**src/rtl/step_rate_scheduler.sv**
```systemverilog
// Step-rate scheduler: feeds one axis divider a linear accel/cruise/decel divisor profile (ramp built only with STEP_RAMP_EN).
// Latency: accept -> div_en next cycle; each tick -> div_out/steps_left next cycle; last tick -> done next cycle.
// Backpressure: cmd_ready only in IDLE; a command held valid across DONE is taken on the first IDLE cycle.
module step_rate_scheduler #(
    parameter int DIV_BITS  = 8,
    parameter int STEP_BITS = 16,
    parameter int START_DIV = 10
) (
    input  logic                 clk,
    input  logic                 reset,
    input  logic                 cmd_valid,
    output logic                 cmd_ready,
    input  logic [STEP_BITS-1:0] cmd_steps,
    input  logic [DIV_BITS-1:0]  cmd_div,
    input  logic                 cmd_dir,
    input  logic                 abort,
    input  logic                 tick,
    output logic [DIV_BITS-1:0]  div_out,
    output logic                 div_en,
    output logic                 step_dir,
    output logic                 busy,
    output logic [STEP_BITS-1:0] steps_left,
    output logic                 done,
    output logic                 aborted
);

    typedef enum logic [2:0] {IDLE, ACCEL, CRUISE, DECEL, DONE} state_t;

    localparam logic [DIV_BITS-1:0]  START_D = DIV_BITS'(START_DIV);
    localparam logic [DIV_BITS-1:0]  ONE_D   = DIV_BITS'(1);
    localparam logic [STEP_BITS-1:0] ONE_S   = STEP_BITS'(1);

    state_t                state, state_nxt;
    logic [DIV_BITS-1:0]   cur_div, cur_div_nxt;
    logic [STEP_BITS-1:0]  steps_nxt, r;
    logic                  dir_nxt, aborted_nxt, active_nxt;
    logic [DIV_BITS-1:0]   cmd_tgt;
`ifdef STEP_RAMP_EN
    logic [DIV_BITS-1:0]   tgt_div, tgt_nxt, acc_cnt, acc_nxt;
    logic [STEP_BITS-1:0]  acc_ext;

    assign acc_ext = STEP_BITS'(acc_cnt);
`endif

    assign cmd_ready = (state == IDLE) & ~reset;
    assign cmd_tgt   = (cmd_div == '0) ? ONE_D : cmd_div;
    assign r         = steps_left - ONE_S;
    assign div_out   = cur_div;
    assign active_nxt = (state_nxt == ACCEL) || (state_nxt == CRUISE) || (state_nxt == DECEL);

    always_comb begin
        state_nxt   = state;
        cur_div_nxt = cur_div;
        steps_nxt   = steps_left;
        dir_nxt     = step_dir;
        aborted_nxt = 1'b0;
`ifdef STEP_RAMP_EN
        tgt_nxt     = tgt_div;
        acc_nxt     = acc_cnt;
`endif
        case (state)
            IDLE: begin
                if (cmd_valid && cmd_ready) begin
                    steps_nxt = cmd_steps;
                    dir_nxt   = cmd_dir;
`ifdef STEP_RAMP_EN
                    tgt_nxt   = cmd_tgt;
                    acc_nxt   = '0;
                    if (cmd_steps == '0) begin
                        state_nxt = DONE;
                    end else if (cmd_tgt >= START_D) begin
                        cur_div_nxt = cmd_tgt;
                        state_nxt   = CRUISE;
                    end else begin
                        cur_div_nxt = START_D;
                        state_nxt   = ACCEL;
                    end
`else
                    if (cmd_steps == '0) begin
                        state_nxt = DONE;
                    end else begin
                        cur_div_nxt = cmd_tgt;
                        state_nxt   = CRUISE;
                    end
`endif
                end
            end
            ACCEL, CRUISE, DECEL: begin
                // abort wins over a coincident tick and leaves the step count untouched
                if (abort) begin
                    state_nxt   = DONE;
                    aborted_nxt = 1'b1;
                end else if (tick) begin
                    steps_nxt = r;
                    if (r == '0) begin
                        state_nxt = DONE;
                    end else begin
`ifdef STEP_RAMP_EN
                        case (state)
                            ACCEL: begin
                                if (r <= acc_ext) begin
                                    state_nxt   = DECEL;
                                    cur_div_nxt = cur_div + ONE_D;
                                    acc_nxt     = acc_cnt - ONE_D;
                                end else begin
                                    cur_div_nxt = cur_div - ONE_D;
                                    acc_nxt     = acc_cnt + ONE_D;
                                    if ((cur_div - ONE_D) == tgt_div) state_nxt = CRUISE;
                                end
                            end
                            CRUISE: begin
                                // start braking once the remaining steps match the steps spent speeding up
                                if (r <= acc_ext) begin
                                    state_nxt   = DECEL;
                                    cur_div_nxt = cur_div + ONE_D;
                                    acc_nxt     = acc_cnt - ONE_D;
                                end
                            end
                            DECEL: begin
                                if (cur_div < START_D) cur_div_nxt = cur_div + ONE_D;
                                if (acc_cnt != '0)     acc_nxt     = acc_cnt - ONE_D;
                            end
                            default: ;
                        endcase
`endif
                    end
                end
            end
            DONE: begin
                state_nxt   = IDLE;
                cur_div_nxt = START_D;
            end
            default: state_nxt = IDLE;
        endcase
    end

    always_ff @(posedge clk) begin
        if (reset) begin
            state      <= IDLE;
            cur_div    <= START_D;
            steps_left <= '0;
            step_dir   <= 1'b0;
            div_en     <= 1'b0;
            busy       <= 1'b0;
            done       <= 1'b0;
            aborted    <= 1'b0;
`ifdef STEP_RAMP_EN
            tgt_div    <= START_D;
            acc_cnt    <= '0;
`endif
        end else begin
            state      <= state_nxt;
            cur_div    <= cur_div_nxt;
            steps_left <= steps_nxt;
            step_dir   <= dir_nxt;
            div_en     <= active_nxt;
            busy       <= active_nxt;
            done       <= (state_nxt == DONE);
            aborted    <= aborted_nxt;
`ifdef STEP_RAMP_EN
            tgt_div    <= tgt_nxt;
            acc_cnt    <= acc_nxt;
`endif
        end
    end

endmodule

```
**config.mk**
```make
export PLATFORM = sky130hd
export DESIGN_NAME = step_rate_scheduler
export DESIGN_NICKNAME = d
export VERILOG_FILES = /design/src/rtl/step_rate_scheduler.sv
export SDC_FILE = /design/constraint.sdc
export NUM_CORES = 1
export LEC_CHECK = 0
export ABC_AREA = 1
export CORE_MARGIN = 2
export CORE_UTILIZATION = 50
export DETAILED_ROUTE_END_ITERATION = 16
export DONT_BUFFER_PORTS = 1
export PLACE_DENSITY = 0.69
export REMOVE_ABC_BUFFERS = 1
export SYNTH_ARGS = -nofsm -noshare
export SYNTH_HDL_FRONTEND = slang
export SYNTH_SLANG_ARGS = --single-unit
```
**constraint.sdc**
```tcl
create_clock -name clk -period 1.98 [get_ports clk]
set_input_delay 0.396 -clock clk [delete_from_list [all_inputs] [get_ports clk]]
set_output_delay 0.396 -clock clk [all_outputs]
set_load 0.005 [all_outputs]
```
==> flow_metrics.tcl <==
set metrics [dict create \
    antenna-diode-count 0 \
    rsz0062_at_grt "false" \
    post_drt_wl_per_cell_um 14.62 \
    syn_area_per_cell_um2 7.057 \
    synth_cells 278 \
    path_cells "inv_1 -> ha_4 -> xnor2_1 -> nand2_1 -> nor2_1 -> nand2_1 -> nor2_1 -> nand2_1 -> nor2_2 -> nand2_2 -> nand2_1 -> nand3_1 -> nand2_1 -> inv_1" \
    core-area_um2 3716 \
    clock_skew_ns 0.003166 \
    crit_fanout 5 \
    cts.path.max_buffers 2 \
    design.die.area_um2 4441 \
    dominantRegCellSynth "sky130_fd_sc_hd__dfxtp_1" \
    drive_above_1_share_pct 19.30 \
    clock_insertion_delay_worst_skew_ns 0.28 \
    cts_post_setup_buffers_inserted 0 \
    power-per-cell-area_nw_per_um2 833.3 \
    period_minus_slack_ns 1.761 \
    synth_mux_area_share_pct 0 \
    netlist_top_cells_area "sky130_fd_sc_hd__dfxtp_1 32%, sky130_fd_sc_hd__nand2_1 12%, sky130_fd_sc_hd__a221oi_2 6.9%" \
    maxSlewHeadroom_pct 69.45 \
    synth-warning-count 0 \
    synth_most_common_cell "sky130_fd_sc_hd__nand2_1" \
    finalHoldViolations 0 \
    switching_fraction_of_total_power_pct 31.31 \
    tritoncts "done" \
    boundaryPins 60 \
    design.final.nets 316 \
    die-height_um 66.64 \
    cts_root_buffer_type "sky130_fd_sc_hd__clkbuf_8" \
    drc_errors 0 \
    h-tree-depth 2 \
    yosysSeqAreaShare_pct 31.63 \
    wirelength_um 4867 \
    p_int_mw 1.233 \
    status "completed" \
    place.detailed.hpwl_um 3621 \
    synth_top_cells_by_count "63 x sky130_fd_sc_hd__nand2_1, 31 x sky130_fd_sc_hd__dfxtp_1, 29 x sky130_fd_sc_hd__inv_1, 29 x sky130_fd_sc_hd__nor2_1, 23 x sky130_fd_sc_hd__a21oi_1" \
    report.final.slew_viol_count 0 \
    switchingPower_mw 0.5619 \
    synthXorXnorAreaFrac_pct 1.276 \
    cap_viol_max_count 0 \
    critPathCaptureType "register" \
    effective_utilization_at_floorplan_pct 52.79 \
    largest_family_of_logic_cells_by_synthesized_area "simple AND/OR/NAND/NOR gates" \
    setup-tns-final_ns 0 \
    cts.sinks 31 \
    ir_worst_vdd_uv 426.6 \
    final.fill_count 348 \
    antenna_violating_nets_post_route 0 \
    timing.critical_path.mode_cell "sky130_fd_sc_hd__nand2_1" \
    cts-buffers-inserted 5 \
    register_area_um2 620.6 \
    timing.hold.worst_path_depth 1 \
    share_clk_of_total_power_pct 36.0 \
    tightestPinTransition_ns 0.4540 \
    areaGrowthSynthToFinish_pct 9.758 \
    combPwrFrac_pct 23.8 \
    detailedRoute.firstIterationViolations 68 \
    finish.instance_area_um2 2153 \
    synth_area_um2 1962 \
    report.final.setup_viol 0 \
    multiInputGateArea_um2 1165 \
    cp_launch_type "register" \
    post_synthesis_cell_type_with_the_largest_combined_area "sky130_fd_sc_hd__dfxtp_1" \
    synth_fa_ha_area_share_pct 1.276 \
    die_x_um 66.64 \
    min-delay-path-class "in -> reg" \
    worst_ep_arrival_time_ns 1.94 \
    critical_path_required_ns 2.16 \
    critPathMaxStageDelay_ns 0.33 \
    power_frac_seq_pct 40.2 \
    number_of_global_route_vias_before_repair 1646 \
    detailedRoute.firstPassIterationCount 4 \
    grt_pass1_wl_um 7659 \
    placed_area_um2 2023 \
    maximum_achievable_frequency_mhz 567.8 \
    grt_remaining_overflow 0 \
    power.static_leakage_nw 0.8901 \
    grt_max_degree 27 \
    setup.worst_path.class "reg -> reg" \
    via_count 1843 \
    reg2regPathDepth 14 \
    global_route.usage.total_pct 23.14 \
    synth_compound_area_share_pct 20.22 \
    synth-async-reset-ratio_pct 0 \
    fin_crit_sh_pct 88.94 \
    num_rows 22 \
    clk_pin_slew_ns 0.07 \
    synth.ff_latch_count 31 \
    portBuffers 0 \
    synth-edff-count 0 \
    grt_antenna_before_repair 0 \
    timing.critical_path.slowest_stage_cell "sky130_fd_sc_hd__dfxtp_1" \
    synthSimpleGateAreaFrac_pct 35.97 \
    synth_top_cell_area_share_pct 31.63 \
    gpl.final_weighted_congestion 0.8888 \
    synth_cell_types 33 \
    report.power.total_mw 1.794 \
    route.detailed.vias_per_inst 5.535 \
]
## power groups by stage
stage	Clock, mW	Sequential, mW	Combinational, mW
after global routing	0.699	0.728	0.481
after CTS	0.661	0.721	0.419
final	0.646	0.721	0.428
after detailed placement	0	0.735	0.416
after global placement	0	0.734	0.411
after floorplan	0	0.722	0.337
## cells in the final DEF, fill, tap and decap left out, drive strengths merged, types with 5 or more instances in the layout
cell / instances
o21ai: 18
dfxtp: 31
inv: 34
buf: 8
a21oi: 24
nor2: 42
a221oi: 9
nor4: 5
nand3: 17
nand2: 70
clkbuf: 6
## layout make-up
type                            instances  area share, %
Clock buffer                            6          3.835
Clock inverter                          2          1.627
Inverter                               34          6.043
Multi-Input combinational cell        204          54.10
Sequential cell                        31          28.82
Tap cell                               48          2.789
Timing Repair Buffer                    8          2.789
## final timing paths
kind              endpoint           from  slack [ns]
max                   busy  steps_left[1]        0.22
min          steps_left[4]          reset        0.17
max reg2reg           busy  steps_left[1]        0.22
min reg2reg     div_out[5]     div_out[5]        0.46
## registers in the layout, summed over array words and instances (netlist names)
register,flops
aborted,1
busy,1
div_out,8
done,1
state,3
step_dir,1
steps_left,16
## cells by family after synthesis
kind of cell | Yosys count
xor+xnor | 2
compound gates | 57
flops | 31
simple gates | 143
buf+inv | 43
fa+ha+maj | 2
## through the flow
step                      utilization [%]  hold WS (ns)  worst slack [ns]  cells
final                               57.95        0.1720            0.2189    333
after global routing                57.95        0.1546           0.03502    333
after CTS                           57.61        0.1666            0.1330    333
after detailed placement            54.44        0.4569            0.1481    325
after global placement              54.44        0.4549            0.2195    325
after floorplan                         -        0.4398            0.2397    269
## metal layers
layer	GRT usage [%]	vias up	wire length, µm	share of wire, %
met4	7.143	0	53	1.1
met5	0	-	0	0
met2	34.38	70	2176	45
met1	30.98	825	2217	46
li1	-	942	-	-
met3	8.615	6	419	8.6
## critical path, delay by kind of cell, from the launching register on
kind	cells	cell delay (ns)
buf+inv	2	0.13
xor+xnor	1	0.17
flops	1	0.33
simple gates	10	0.84
fa+ha+maj	1	0.20
## what timing repair did
action                     CTS  global route
hold buffers                 0             0
setup endpoints to repair    0             2
gates resized for setup      0             2
(Power assumes the default switching activity.)
